==> config.mk <==
export PLATFORM = sky130hd
export DESIGN_NAME = bist_ctrl
export DESIGN_NICKNAME = d
export VERILOG_FILES = /design/src/rtl/bist_pkg.sv /design/src/rtl/bist_cnt.sv /design/src/rtl/bist_ctrl.sv
export SDC_FILE = /design/constraint.sdc
export NUM_CORES = 1
export LEC_CHECK = 0
export ABC_AREA = 1
export BUFFER_PORTS_ARGS = -buffer_cell sky130_fd_sc_hd__buf_4
export CAP_MARGIN = 0
export CORE_ASPECT_RATIO = 0.9
export CORE_MARGIN = 3
export CORE_UTILIZATION = 58
export DETAILED_ROUTE_END_ITERATION = 10
export GPL_TIMING_DRIVEN = 0
export HOLD_SLACK_MARGIN = 0.05
export PLACE_DENSITY = 0.94
export SYNTH_ARGS = -nofsm -noshare
export SYNTH_HDL_FRONTEND = slang
export SYNTH_SLANG_ARGS = --single-unit
==> constraint.sdc <==
create_clock -name CLK -period 3.67 [get_ports CLK]
set_input_delay 0.1835 -clock CLK [delete_from_list [all_inputs] [get_ports CLK]]
set_output_delay 0.1835 -clock CLK [all_outputs]
set_load 0.01 [all_outputs]
==> src/rtl/bist_pkg.sv <==
// Shared definitions for the BIST controller: state encoding, counter width
// and default run parameters.
// Latency: none (definitions only). Backpressure: none.
package bist_pkg;

  localparam int N_PATTERNS_DEF = 255;
  localparam int FLUSH_CYC_DEF  = 2;
  localparam int SIG_W_DEF      = 16;
  localparam int CNT_W          = 16;

  localparam logic [2:0] IDLE    = 3'd0;
  localparam logic [2:0] INIT    = 3'd1;
  localparam logic [2:0] RUN     = 3'd2;
  localparam logic [2:0] FLUSH   = 3'd3;
  localparam logic [2:0] COMPARE = 3'd4;
  localparam logic [2:0] DONE    = 3'd5;

  typedef enum logic [2:0] {
    ST_IDLE    = IDLE,
    ST_INIT    = INIT,
    ST_RUN     = RUN,
    ST_FLUSH   = FLUSH,
    ST_COMPARE = COMPARE,
    ST_DONE    = DONE
  } state_t;

endpackage

==> src/rtl/bist_cnt.sv <==
// Pattern / flush cycle counter with synchronous clear and terminal-count flag.
// Latency: tc is combinational from the registered count.
// Backpressure: none; counts whenever en is high, clr has priority.
// Ports: CLK/RST clock and async active-low reset; clr, en control;
//        tc_val terminal value; tc high while the count equals tc_val.
module bist_cnt
  import bist_pkg::*;
#(
  parameter int W = CNT_W
) (
  input  logic         CLK,
  input  logic         RST,
  input  logic         clr,
  input  logic         en,
  input  logic [W-1:0] tc_val,
  output logic         tc
);

  logic [W-1:0] cnt_q;
  logic [W-1:0] cnt_d;

  always_comb begin
    cnt_d = cnt_q;
    if (clr) begin
      cnt_d = '0;
    end else if (en) begin
      cnt_d = cnt_q + 1'b1;
    end
  end

  always_ff @(posedge CLK or negedge RST) begin
    if (!RST) begin
      cnt_q <= '0;
    end else begin
      cnt_q <= cnt_d;
    end
  end

  assign tc = (cnt_q == tc_val);

endmodule

==> src/rtl/bist_ctrl.sv <==
// Logic BIST sequencer: drives external LFSR/MISR control and checks the signature.
// Latency: bist_end rises 3 + N_PATTERNS + FLUSH_CYC cycles after the start edge.
// Backpressure: none; start edges are ignored while a run is in progress.
// Ports: CLK/RST clock and async active-low reset; bist_start run request
//        (rising edge); misr_sig current signature; Moore control outputs
//        bist_mode, lfsr_init/en, misr_init/en, busy, bist_end, pass_fail.
module bist_ctrl
  import bist_pkg::*;
#(
  parameter int               N_PATTERNS = N_PATTERNS_DEF,
  parameter int               FLUSH_CYC  = FLUSH_CYC_DEF,
  parameter int               SIG_W      = SIG_W_DEF,
  parameter logic [SIG_W-1:0] GOLDEN_SIG = '0
) (
  input  logic             CLK,
  input  logic             RST,
  input  logic             bist_start,
  input  logic [SIG_W-1:0] misr_sig,
  output logic             bist_mode,
  output logic             lfsr_init,
  output logic             lfsr_en,
  output logic             misr_init,
  output logic             misr_en,
  output logic             busy,
  output logic             bist_end,
  output logic             pass_fail
);

  localparam logic [CNT_W-1:0] RUN_LAST   = CNT_W'(N_PATTERNS - 1);
  localparam logic [CNT_W-1:0] FLUSH_LAST = (FLUSH_CYC == 0) ? '0 : CNT_W'(FLUSH_CYC - 1);

  state_t state_q, state_d;
  logic   start_q, start_d;
  // arm_q marks that start_q holds a real post-reset sample, so a request
  // already high when reset releases is not mistaken for a rising edge.
  logic   arm_q, arm_d;
  logic   pass_q, pass_d;
  logic   start_pulse;

  logic             cnt_clr;
  logic             cnt_en;
  logic             cnt_tc;
  logic [CNT_W-1:0] cnt_tc_val;

  assign start_pulse = bist_start & ~start_q & arm_q;
  assign start_d     = bist_start;
  assign arm_d       = 1'b1;

  bist_cnt #(.W(CNT_W)) u_cnt (
    .CLK    (CLK),
    .RST    (RST),
    .clr    (cnt_clr),
    .en     (cnt_en),
    .tc_val (cnt_tc_val),
    .tc     (cnt_tc)
  );

  always_comb begin
    state_d    = state_q;
    pass_d     = pass_q;
    cnt_clr    = 1'b0;
    cnt_en     = 1'b0;
    cnt_tc_val = RUN_LAST;
    case (state_q)
      ST_IDLE, ST_DONE: begin
        if (start_pulse) begin
          state_d = ST_INIT;
          pass_d  = 1'b0;
        end
      end
      ST_INIT: begin
        cnt_clr = 1'b1;
        state_d = ST_RUN;
      end
      ST_RUN: begin
        cnt_en = 1'b1;
        if (cnt_tc) begin
          // Restart the count so FLUSH can reuse it from zero.
          cnt_clr = 1'b1;
          state_d = (FLUSH_CYC == 0) ? ST_COMPARE : ST_FLUSH;
        end
      end
      ST_FLUSH: begin
        cnt_en     = 1'b1;
        cnt_tc_val = FLUSH_LAST;
        if (cnt_tc) begin
          state_d = ST_COMPARE;
        end
      end
      ST_COMPARE: begin
        pass_d  = (misr_sig == GOLDEN_SIG);
        state_d = ST_DONE;
      end
      default: begin
        state_d = ST_IDLE;
      end
    endcase
  end

  always_comb begin
    bist_mode = 1'b0;
    lfsr_init = 1'b0;
    lfsr_en   = 1'b0;
    misr_init = 1'b0;
    misr_en   = 1'b0;
    busy      = 1'b0;
    bist_end  = 1'b0;
    case (state_q)
      ST_INIT: begin
        bist_mode = 1'b1;
        lfsr_init = 1'b1;
        misr_init = 1'b1;
        busy      = 1'b1;
      end
      ST_RUN: begin
        bist_mode = 1'b1;
        lfsr_en   = 1'b1;
        misr_en   = 1'b1;
        busy      = 1'b1;
      end
      ST_FLUSH: begin
        bist_mode = 1'b1;
        misr_en   = 1'b1;
        busy      = 1'b1;
      end
      ST_COMPARE: begin
        bist_mode = 1'b1;
        busy      = 1'b1;
      end
      ST_DONE: begin
        bist_end = 1'b1;
      end
      default: begin
        bist_mode = 1'b0;
      end
    endcase
  end

  assign pass_fail = pass_q;

  always_ff @(posedge CLK or negedge RST) begin
    if (!RST) begin
      state_q <= ST_IDLE;
      start_q <= 1'b0;
      arm_q   <= 1'b0;
      pass_q  <= 1'b0;
    end else begin
      state_q <= state_d;
      start_q <= start_d;
      arm_q   <= arm_d;
      pass_q  <= pass_d;
    end
  end

endmodule

# ---- Yosys cells after proc, flatten, opt, wreduce, memory -nomap -nowiden
# Cells that the tools add are included.
dict set report classes {
  n_addsub 1
  n_eq_ne 9
  mux 16
  n_bitwise 3
  reduce_logical 9
}
# op n
set ops {}
lappend ops {{2-to-1 mux 16 bit} 2}
lappend ops {{adder 16 x 1 -> 16 bit (second input constant)} 1}
lappend ops {{equality test 16 x 8 -> 1 bit} 1}
lappend ops {{zero test 16 bit} 1}
lappend ops {{case mux 3 bit (5 select lines)} 1}
lappend ops {{2-to-1 mux 3 bit} 3}
lappend ops {{2-to-1 mux 8 bit} 1}
lappend ops {{2-to-1 mux 1 bit} 7}
lappend ops {{equality test 3 x 2 -> 1 bit (second input constant)} 2}
lappend ops {{equality test 3 bit (second input constant)} 2}
lappend ops {{inequality test 2 bit (second input constant)} 3}
lappend ops {{case mux 1 bit (2 select lines)} 2}
lappend ops {{nonzero test 2 bit} 2}
lappend ops {{OR reduction 2 bit} 2}
lappend ops {{OR reduction 4 bit} 1}
lappend ops {{equality test 3 x 1 -> 1 bit (second input constant)} 1}
lappend ops {{zero test 3 bit} 1}
lappend ops {{AND reduction 3 bit} 1}
lappend ops {{AND 1 bit} 2}
lappend ops {{AND reduction 2 bit} 1}
lappend ops {{inverter 1 bit} 1}
dict set report totals {
  regBits 22
  inputBits 19
  out_inout_bits 8
  word_cells 43
}

# ---- Longest topological paths before layout
# Gate-level depths: netlist (run 1).
dict set report logic_depth {
  word_depth 6
  depth_mapped 10
  ltp_nobuf 10
}

# ---- Cells and area by module
# Synthesis (run 1) repeated with hierarchy kept, for this count alone.
dict set report unflattened {
  cells_unflattened 220
  hier_area_um2 1532.7
}
# mod n_inst cells_per_inst area_each_um2 seq_area_each_um2
set by_module_without_submodules {}
lappend by_module_without_submodules {bist_cnt 1 156 1131.1 400.4}
lappend by_module_without_submodules {bist_ctrl 1 64 401.6 150.1}

# ---- Worst setup path before layout (run 1)
# OpenSTA, ideal clock, no wires.
dict set report synth_path {
  kind {register to register}
  startpoint {register state_q[2]}
  endpoint {register u_cnt.cnt_q[14]}
  setup_ns 0.116
  t_arrival_ns 1.295
  required_time_ns 3.554
  setup_slack_ns 2.259
  stages_incl_launch_ff 8
  path_buffers 1
  period_less_slack_ns 1.411
  cell_sequence {dfrtp_1 -> inv_1 -> nand2_2 -> nor2_1 -> inv_1 -> o21ai_4 -> buf_8 -> nor2_2}
}
dict set report synth_via {
  elab_chain_cells 6
  word_cells_on_any_way 11
  classes_between {eq/ne: 4; mux: 5; reduce/logical: 2}
}
# element line
set synth_rtl {}
lappend synth_rtl {{from (decl)} bist_ctrl.sv:32} ;# state_t state_q, state_d;
lappend synth_rtl {{from (signal assigned)} bist_ctrl.sv:148} ;# state_q <= state_d;
lappend synth_rtl {{equality test 3 x 2 -> 1 bit} bist_ctrl.sv:64} ;# case (state_q)
lappend synth_rtl {{2-to-1 mux 8 bit} bist_ctrl.sv:64}
lappend synth_rtl {{equality test 16 x 8 -> 1 bit} bist_cnt.sv:39} ;# assign tc = (cnt_q == tc_val);
lappend synth_rtl {{2-to-1 mux 1 bit} bist_ctrl.sv:77} ;# if (cnt_tc) begin
lappend synth_rtl {{case mux 1 bit (2 select lines)} bist_ctrl.sv:64}
lappend synth_rtl {{2-to-1 mux 16 bit / nonzero test 2 bit (equally long branches)} n/a}
lappend synth_rtl {{to (signal assigned)} bist_cnt.sv:35} ;# cnt_q <= cnt_d;
lappend synth_rtl {{to (decl)} bist_cnt.sv:19} ;# logic [W-1:0] cnt_q;
# Parallel ways exist; a longest one is shown, timed or not.
# A chain may end at the register's enable or synchronous reset.

# ---- Worst setup path in the final report (run 1)
dict set report layout_path {
  startpoint {register state_q[2]}
  endpoint {output busy}
}
dict set report layout_via {
  elab_chain_cells 3
  word_cells_on_any_way 6
  classes_between {eq/ne: 4; mux: 1; reduce/logical: 1}
}
# element line
set layout_rtl {}
lappend layout_rtl {{equality test 3 bit, or another cell as far along} bist_ctrl.sv:108} ;# case (state_q)
lappend layout_rtl {{OR reduction 4 bit (no line) (*)} n/a}
lappend layout_rtl {{2-to-1 mux 1 bit (*)} bist_ctrl.sv:108}
lappend layout_rtl {{to (decl)} bist_ctrl.sv:24} ;# output logic busy,
# Every way passes the cells marked *; elsewhere a longest branch is shown, timed or not.

==> results of run 1 <==
-- per-stage QoR --
stage	hold slack (ns)	power, mW	utilization	cell area (um^2)	std cells
4_1_cts	0.1156	0.9683	0.7517	1670	249
3_5_place_dp	0.08559	0.8343	0.7264	1614	243
6_report	0.1496	0.9651	0.7517	1670	249
5_1_grt	0.1369	1.044	0.7517	1670	249
2_1_floorplan	-0.1121	0.6796	-	1385	190
3_3_place_gp	0.08505	0.8209	0.7264	1614	243
-- worst paths after layout --
check,endpoint,slack (ns),startpoint
hold reg to reg,u_cnt.cnt_q[15]$_DFFE_PN0P_,0.57,u_cnt.cnt_q[15]$_DFFE_PN0P_
setup reg to reg,u_cnt.cnt_q[15]$_DFFE_PN0P_,2.11,state_q[2]$_DFFE_PN0P_
setup / recovery,busy,1.89,state_q[2]$_DFFE_PN0P_
hold / removal,pass_fail$_DFFE_PN0P_,0.15,misr_sig[6]
max in group asynchronous,u_cnt.cnt_q[15]$_DFFE_PN0P_,3.18,RST
min in group asynchronous,u_cnt.cnt_q[14]$_DFFE_PN0P_,0.27,RST
-- synth_stat cells --
library cell / count
o22ai_1: 1
o21ai_2: 1
nor2_2: 12
ha_1: 1
conb_1: 1
buf_8: 1
nand2_1: 53
o21ai_0: 2
nand3_1: 12
buf_6: 1
xor2_1: 10
o21ai_4: 1
dfrtp_1: 22
nand3_4: 1
o31ai_1: 1
nand4_1: 1
nor3_1: 4
nand2_2: 2
buf_4: 2
nor4_1: 4
inv_2: 2
nor2_1: 28
inv_1: 24
nand3b_1: 3
-- tightest hold or removal path, stage by stage --
cell and delay [ns]:
buf_4 0.08, nor4_1 0.03, nand2_1 0.06, o22ai_1 0.07
-- flip-flops by register name, summed over array words and instances, names as in the netlist --
name and flops:
u_cnt.cnt_q 16, start_q 1, arm_q 1, state_q 3, pass_fail 1
-- metal layers --
metal	GRT usage	up-vias
met5	0	-
met4	0.06564	0
met3	0.06404	6
met2	0.3910	37
met1	0.2640	578
li1	-	643
-- cells in the final DEF (no fill, tap or decap), types with 4 or more instances in the layout --
cell | Yosys | layout
nor4_1 | 4 | 4
nor2_1 | 28 | 28
inv_1 | 24 | 24
nor2_2 | 12 | 12
nand2_1 | 53 | 53
nand3_1 | 12 | 12
dfrtp_1 | 22 | 22
xor2_1 | 10 | 10
buf_4 | 2 | 28
nor3_1 | 4 | 4
-- power by group through the flow --
stage | registers, mW | clock network, mW | logic [mW]
after CTS | 0.322 | 0.135 | 0.511
after floorplan | 0.316 | 0 | 0.363
after global placement | 0.326 | 0 | 0.495
after global routing | 0.329 | 0.147 | 0.568
after detailed placement | 0.327 | 0 | 0.508
final | 0.323 | 0.132 | 0.509
-- logic make-up (layout without fill, tap and decap cells) --
group | count (synthesis) | after routing | synth area share
AO/OA/AOI/OAI | 6 | 6 | 0.03524
adder cells (fa/ha/maj) | 1 | 1 | 0.009032
buffers and inverters | 30 | 62 | 0.1003
AND/OR/NAND/NOR | 120 | 120 | 0.3921
XOR/XNOR | 10 | 10 | 0.06323
flip-flops | 22 | 22 | 0.3975
other | 1 | 1 | 0.002707
-- final cells by class --
class	count	area, um^2	share of cell area
buffer	4	41.29	0.02472
clock buffer	4	36.28	0.02172
inverter	26	97.59	0.05843
multi-input combinational	138	695.7	0.4165
sequential	22	550.5	0.3296
tap	27	33.78	0.02022
timing repair buffer	28	215.2	0.1288
==> impl_metrics.py, run 1 <==
metrics = {
    "run_status": {
        "status": "complete, no violations",
    },
    "yosys": {
        "synth_top_area_frac": 0.3975,
        "syn-num-nets": 210,
        "synth_top_area_cell": "dfrtp_1",
        "syn_inst": 190,
        "synth.distinct_cells": 24,
        "yosysSeqAreaShare": 0.3975,
        "synth_area_um2": 1385,
        "yosysWarnings": 0,
        "yosys-top-cells-area": "dfrtp_1, nand2_1, nor2_1",
        "synth.avg_cell_area_um2": 7.290,
        "synth-seq-cells": 22,
    },
    "floorplan": {
        "die_w_um": 57.51,
        "initial_core_util": 0.6233,
        "row_count": 16,
        "io_pins": 27,
        "core_um2": 2222,
        "die_h_um": 52.36,
        "die_area_um2": 3011,
    },
    "power": {
        "seqPwrFrac": 0.335,
        "intPower_mw": 0.5556,
        "power.leakage_nw": 0.8066,
        "power_density_nw_per_um2": 577.8,
        "p_clk_frac": 0.137,
        "p_switching_mw": 0.4095,
        "p_sw_frac": 0.4243,
        "comb_power_share": 0.528,
        "ir_worst_vdd_mv": 0.5417,
    },
    "worst_setup_path": {
        "end_kind": "primary output",
        "arrival_ns": 1.60,
        "rr_worst_depth": 9,
        "critPathMaxStageDelay_ns": 0.46,
        "cp.depth": 7,
        "crit_slowest_cell": "dfrtp_1",
        "path_cells": "inv_1, nand2_2, nor2_1, inv_1, nand4_1, buf_4, buf_4",
        "criticalPathCategory": "reg -> out",
        "crit_family": "buffers and inverters",
        "cp.buffers_inverters": 4,
        "worstSetupStartpointType": "register",
        "critPathMaxFanout": 6,
        "cp_data_required_time_ns": 3.49,
    },
    "route": {
        "wl_met3_um": 158,
        "top_layer_used": "met4",
        "wl_per_cell_um": 11.47,
        "drt_iter0_markers": 37,
        "drc": 0,
        "routed_wl_um": 2855,
        "routed_via_density": 5.076,
        "met1_length_um": 1266,
        "first_pass_iters": 4,
        "wl_met2_um": 1387,
        "ant_nets": 0,
        "dr_total_vias": 1264,
    },
    "global_route": {
        "antenna_found_initial": 0,
        "grt_use_total": 0.2228,
        "grt_pass1_vias": 1251,
        "grt_pass1_wl_um": 5106,
        "grt_max_degree": 23,
        "overflow": 0,
    },
    "sta": {
        "drv_slew": 0,
        "setup_tns_ns": 0,
        "setup_viol": 0,
        "hold_viol_final": 0,
        "clock_skew_ns": 0.005272,
        "rsz0062_at_grt": "false",
        "period_share": 0.4849,
        "finalCriticalPeriod_ns": 1.780,
        "setup_slack_ns": 1.890,
        "timing.fmax_ghz": 0.5619,
    },
    "flow_run": {
        "drv_cap": 0,
    },
    "clock_network": {
        "cts-htree-levels": 1,
        "clkTransAtPathRegs_ns": 0.11,
        "cts_hold_buf": 2,
        "cts_setup_buffers": 0,
        "post_cts_resized": 0,
        "clockBufferDepth": 2,
        "cts_made_buffers": 3,
        "clkLatencyLatePin_ns": 0.31,
        "cts_num_sinks": 22,
        "cts_root_buf": "clkbuf_4",
        "cts_tree": "yes",
    },
    "place": {
        "io_buffers": 26,
        "dp_hpwl_um": 2250,
        "gp_congestion": 0.8598,
        "pre_cts_ws_ns": 2.149,
    },
    "layout": {
        "num_antenna_cells": 0,
        "syn_to_final_growth_pct": 20.60,
        "nets": 243,
        "drive_above_1_share": 0.2387,
        "fillCellCount": 182,
    },
    "worst_hold_path": {
        "hold_path_class": "in -> reg",
        "hold_depth": 4,
    },
}
Note: power is estimated with default switching activity, not from simulation.
==> run 2, diff against run 1 <==
Settings changed: ABC_AREA 1 to 0, CORE_UTILIZATION 58 to 53, PLACE_DENSITY 0.94 to 0.89.
Clock period 3.67 ns to 1.7 ns, I/O delays scaled along.
==> run 2 against run 1 <==
The flow now finishes with violations (design-rule violations, negative setup slack). Total power increased by 82%. Register-to-register slack got worse by 2.2 ns. Combinational power up 56%. Wire length grew 49%. Final area up 3.4%. Hold slack got worse by 0.046 ns. Via count increased by 8.9%. Critical path depth is 2 lower. Sequential power grew 130%. Critical path type is now reg -> reg. Critical endpoint is now u_cnt.cnt_q[5]$_DFFE_PN0P_.
==> impl_metrics.py, run 2 <==
metrics = {
    "run_status": {
        "status": "finished, violations left",
        "failed_checks": "design-rule violations, negative setup slack",
    },
    "yosys": {
        "syn_inst": 130,
        "netlist_top_cells_count": "dfrtp_1, nor2_1, nor4_1",
        "synth_top_area_frac": 0.4508,
        "postSynth.asyncResetShare": 1.000,
        "yosys-top-cells-area": "dfrtp_1, nor2_1, nor4_1",
        "ys.flop_type": "dfrtp_1",
        "synth_area_um2": 1221,
        "synth.distinct_cells": 39,
        "yosysSeqAreaShare": 0.4508,
        "synth-edff-count": 0,
        "yosysMostFrequentCell": "dfrtp_1",
        "syn-num-nets": 150,
        "synth-seq-cells": 22,
        "yosysWarnings": 0,
        "synth.avg_cell_area_um2": 9.394,
        "synth_top_area_cell": "dfrtp_1",
    },
    "clock_network": {
        "clkTransAtPathRegs_ns": 0.11,
        "clkLatencyLatePin_ns": 0.30,
        "cts_tree": "yes",
        "cts_root_buf": "clkbuf_4",
        "cts_made_buffers": 3,
        "cts_num_sinks": 22,
        "cts-htree-levels": 1,
        "clockBufferDepth": 2,
    },
    "route": {
        "drc": 1,
        "dr_total_vias": 1377,
        "ant_nets": 0,
        "routed_via_density": 6.783,
        "drt_iter0_markers": 151,
        "routed_wl_um": 4248,
        "first_pass_iters": 11,
        "wl_per_cell_um": 20.93,
    },
    "power": {
        "ir_worst_vdd_mv": 1.014,
        "p_total_mw": 1.753,
        "power.leakage_nw": 0.7401,
        "power_density_nw_per_um2": 1015,
    },
    "sta": {
        "finalCriticalPeriod_ns": 1.754,
        "setup_viol": 11,
        "hold_viol_final": 0,
        "setup_slack_ns": -0.05409,
        "tightest_slew_ns": 0.6254,
        "timing.fmax_ghz": 0.5701,
        "maxSlewHeadroom": 0.5822,
        "setup_tns_ns": -0.4218,
        "period_share": 1.032,
        "rsz0062_at_grt": "true",
        "drv_slew": 0,
        "clock_skew_ns": 0.005173,
        "hold_slack_ns": 0.1031,
    },
    "layout": {
        "drive_above_1_share": 0.3989,
        "largest_reg_flops": 16,
        "top_register": "u_cnt.cnt_q",
        "syn_to_final_growth_pct": 41.39,
        "num_antenna_cells": 0,
        "final_cell_mix": "buf_4, nor2_1, dfrtp_1",
        "final_util": 0.8440,
        "nets": 200,
        "layout_commonest_cell": "buf_4",
        "reg.largest.list": "u_cnt.cnt_q (16), state_q (3)",
    },
    "global_route": {
        "use_met2": 0.4769,
        "grt_max_degree": 23,
        "grt_pass1_vias": 1309,
        "grtUsageMet1": 0.3094,
        "grt.met3_usage": 0.07940,
        "busiest_layer": "met2",
        "grt_use_total": 0.2775,
        "antenna_found_initial": 0,
        "grt_pass1_wl_um": 6147,
        "overflow": 0,
    },
    "floorplan": {
        "row_count": 15,
        "io_pins": 27,
        "die_area_um2": 2917,
        "initial_core_util": 0.5969,
        "core_um2": 2046,
        "die_h_um": 51.54,
        "die_w_um": 56.60,
    },
    "worst_setup_path": {
        "critPathMaxStageDelay_ns": 0.48,
        "arrival_ns": 1.95,
        "criticalPathCategory": "reg -> reg",
        "cp_data_required_time_ns": 1.89,
        "end_kind": "register",
        "crit_family": "simple AND/OR/NAND/NOR gates",
        "path_cells": "nor4_4, and4_2, a21o_4, buf_4, nor2_1",
        "critPathMaxFanout": 10,
        "crit_slowest_cell": "dfrtp_2",
        "worstSetupStartpointType": "register",
        "cp.buffers_inverters": 1,
    },
    "place": {
        "io_buffers": 26,
        "gp_congestion": 0.9012,
        "dp_hpwl_um": 2296,
    },
    "worst_hold_path": {
        "hold_path_class": "in -> reg",
    },
    "flow_run": {
        "drv_cap": 0,
    },
}
[run 2: path summary, 6_finish.rpt]
path	start	to	slack [ns]	cells after the start
hold reg to reg	pass_fail$_DFFE_PN0P_	pass_fail$_DFFE_PN0P_	0.57	2
setup reg to reg	u_cnt.cnt_q[11]$_DFFE_PN0P_	u_cnt.cnt_q[5]$_DFFE_PN0P_	-0.05	5
hold / removal	misr_sig[7]	pass_fail$_DFFE_PN0P_	0.10	4
max in group asynchronous	RST	u_cnt.cnt_q[3]$_DFFE_PN0P_	1.26	2
setup / recovery	u_cnt.cnt_q[11]$_DFFE_PN0P_	u_cnt.cnt_q[5]$_DFFE_PN0P_	-0.05	5
min in group asynchronous	RST	state_q[2]$_DFFE_PN0P_	0.19	2
[run 2: cell families after synthesis]
kind of cell	Yosys count	synth area share
other cells	1	0.003071
simple gates	63	0.2920
flops	22	0.4508
compound gates	21	0.1158
fa+ha+maj	2	0.01844
buf+inv	11	0.04814
xor+xnor	10	0.07172
[run 2: worst register-to-register path: stages, from the launching register on]
cell and delay [ns]:
dfrtp_2 0.48, nor4_4 0.38, and4_2 0.33, a21o_4 0.18, buf_4 0.19, nor2_1 0.07
[run 2: timing repair]
action                                  in CTS  in global routing
setup buffers                                9                  3
gates resized for setup                     10                 17
endpoints found under the setup margin      14                 15
hold endpoints to repair                    24                  0
hold buffers                                 8                  0
cloned                                       0                  1
pin swaps                                    0                  5
[run 2: where the power goes]
part / total, mW / switching, mW / internal [mW]
Clock: 0.227 / 0.144 / 0.0827
Sequential: 0.730 / 0.103 / 0.627
Combinational: 0.796 / 0.445 / 0.351
Total: 1.75 / 0.692 / 1.06
[run 2: layout make-up]
cell class | instances | area [um^2]
tap | 25 | 31.28
inverter | 4 | 15.01
timing repair buffer | 46 | 360.3
multi-input combinational | 97 | 689.4
sequential | 22 | 559.3
clock buffer | 3 | 22.52
buffer | 6 | 48.80
fill | 106 | 319.1
[run 2: layer usage]
metal / part of all wire / wire length (um) / vias to the layer above
met5: 0 / 0 / -
met1: 0.37 / 1569 / 645
li1: - / - / 578
met2: 0.47 / 1981 / 122
met4: 0.061 / 259 / 0
met3: 0.10 / 438 / 32
[run 2: metrics by stage]
step	cells	cell area, um^2	setup WS (ns)
5_1_grt	203	1727	-0.1107
6_report	203	1727	-0.05409
4_1_cts	200	1652	0.004434
2_1_floorplan	130	1221	0.01839
3_3_place_gp	181	1448	-0.2430
3_5_place_dp	181	1448	-0.3625
==> run 3, diff against run 2 <==
Settings changed: CORE_ASPECT_RATIO 0.9 to not set.
==> run 3 against run 2 <==
Critical endpoint is now pass_fail$_DFFE_PN0P_. Largest power group unchanged. Via count is 2.2% lower. Flip-flop and latch count is the same. Utilization up 1.2 points. Non-clock buffer count grew 3. Highest routed layer unchanged. Combinational power shrank 2%. Register-to-register slack gained 0.03 ns. The run ends with negative setup slack left. First-iteration DRC count fell by 42%. Sequential share of layout area is 0.78 points lower. Sequential power increased by 2%. Die area is essentially flat. Global-route usage shrank 1.6 points.
==> impl_metrics.py, run 3 (synthesized netlist as in run 2, its figures left out) <==
metrics = {
    "sta": {
        "drv_slew": 0,
        "period_share": 1.016,
        "clock_skew_ns": 0.005018,
        "setup_slack_ns": -0.02720,
        "rsz0062_at_grt": "true",
        "hold_viol_final": 0,
        "timing.fmax_ghz": 0.5790,
        "hold_slack_ns": 0.1613,
        "finalCriticalPeriod_ns": 1.727,
        "setup_viol": 5,
    },
    "clock_network": {
        "cts_made_buffers": 3,
        "cts_tree": "yes",
        "cts_root_buf": "clkbuf_4",
        "cts-htree-levels": 1,
        "clockBufferDepth": 2,
        "cts_num_sinks": 22,
        "clkTransAtPathRegs_ns": 0.12,
        "clkLatencyLatePin_ns": 0.33,
    },
    "route": {
        "first_pass_iters": 4,
        "drt_iter0_markers": 88,
        "routed_via_density": 6.445,
        "dr_total_vias": 1347,
        "routed_wl_um": 4163,
        "ant_nets": 0,
        "wl_per_cell_um": 19.92,
        "drc": 0,
    },
    "worst_setup_path": {
        "path_cells": "buf_2, nor4_4, dlygate4sd3_1, nand4_1, nand2_1",
        "criticalPathCategory": "reg -> reg",
        "arrival_ns": 1.99,
        "crit_slowest_cell": "dlygate4sd3_1",
        "end_kind": "register",
        "critPathMaxStageDelay_ns": 0.59,
        "crit_family": "buffers and inverters",
        "critPathMaxFanout": 10,
        "cp_data_required_time_ns": 1.97,
        "cp.buffers_inverters": 2,
        "worstSetupStartpointType": "register",
    },
    "global_route": {
        "grt_use_total": 0.2613,
        "grt_pass1_wl_um": 5285,
        "grt_pass1_vias": 1151,
        "grt_max_degree": 23,
        "overflow": 0,
        "antenna_found_initial": 0,
    },
    "run_status": {
        "status": "finished, violations left",
        "failed_checks": "negative setup slack",
    },
    "floorplan": {
        "initial_core_util": 0.5922,
        "io_pins": 27,
        "die_h_um": 54,
        "core_um2": 2062,
        "die_area_um2": 2916,
        "die_w_um": 54,
        "row_count": 16,
    },
    "power": {
        "ir_worst_vdd_mv": 0.7676,
        "power_density_nw_per_um2": 1032,
        "power.leakage_nw": 0.7685,
    },
    "layout": {
        "reg.largest.list": "u_cnt.cnt_q (16), state_q (3)",
        "num_antenna_cells": 0,
        "layout_commonest_cell": "buf_4",
        "fillCellCount": 96,
        "drive_above_1_share": 0.3736,
        "final_cells": 209,
        "final_cell_mix": "buf_4, dfrtp_1, nor2_1",
        "top_register": "u_cnt.cnt_q",
        "final_util": 0.8562,
        "largest_reg_flops": 16,
        "syn_to_final_growth_pct": 44.57,
        "nets": 203,
    },
    "place": {
        "dp_hpwl_um": 2087,
        "post-place-cells": 183,
        "io_buffers": 26,
        "gp_congestion": 0.9191,
    },
    "worst_hold_path": {
        "hold_path_class": "in -> async",
    },
    "flow_run": {
        "drv_cap": 0,
    },
}
==> run 3: repair_timing <==
action | 4_1_cts | 5_1_grt
hold buffers | 10 | 0
hold endpoints to repair | 24 | 0
gates resized for setup | 8 | 13
pin swaps | 0 | 4
buffers inserted | 5 | 8
endpoints found under the setup margin | 14 | 16
==> run 3: worst register-to-register path: cells and delay by family, from the launching register on <==
| family | cells | cell delay, ns |
|---|---|---|
| buffers and inverters | 2 | 0.79 |
| DFF | 1 | 0.37 |
| and+or+nand+nor | 3 | 0.51 |
==> run 3: stage by stage <==
step | cell area (um^2) | total power, mW | setup TNS, ns | worst slack (ns)
after floorplan | 1221 | 1.101 | 0 | 0.01839
after global placement | 1450 | 1.273 | -2.456 | -0.2281
after detailed placement | 1450 | 1.291 | -3.332 | -0.3046
after CTS | 1642 | 1.674 | 0 | 0.003766
after global routing | 1765 | 1.924 | -0.8849 | -0.1436
final | 1765 | 1.823 | -0.07325 | -0.02720
==> run 3: worst paths after layout <==
kind / cells after the start / startpoint / slack (ns) / endpoint
worst max-delay path: 5 / state_q[0]$_DFFE_PN0P_ / -0.03 / pass_fail$_DFFE_PN0P_
worst min-delay path: 2 / RST / 0.16 / state_q[1]$_DFFE_PN0P_
worst max register to register: 5 / state_q[0]$_DFFE_PN0P_ / -0.03 / pass_fail$_DFFE_PN0P_
worst min register to register: 2 / pass_fail$_DFFE_PN0P_ / 0.63 / pass_fail$_DFFE_PN0P_
max in group asynchronous: 2 / RST / 1.29 / u_cnt.cnt_q[3]$_DFFE_PN0P_
min in group CLK: 5 / misr_sig[5] / 0.21 / pass_fail$_DFFE_PN0P_
==> run 3: layout make-up <==
class / count / area [um^2] / share of cell area
multi-input cells: 97 / 685.7 / 0.3884
inverters: 4 / 15.01 / 0.008505
plain buffers: 6 / 43.79 / 0.02481
clock buffers: 4 / 36.28 / 0.02055
repair buffers: 49 / 392.9 / 0.2225
flip-flops and latches: 22 / 558.0 / 0.3161
well taps: 27 / 33.78 / 0.01914
==> run 3: metal layers <==
metal / vias up / GRT usage / part of all wire
li1: 580 / - / -
met3: 33 / 0.08033 / 0.087
met5: - / 0 / 0
met2: 101 / 0.4294 / 0.51
met4: 0 / 0.1328 / 0.057
met1: 633 / 0.3056 / 0.35
==> run 3: power by group <==
| group | switching (mW) | internal (mW) |
|---|---|---|
| Clock | 0.166 | 0.131 |
| Sequential | 0.125 | 0.622 |
| Combinational | 0.420 | 0.358 |
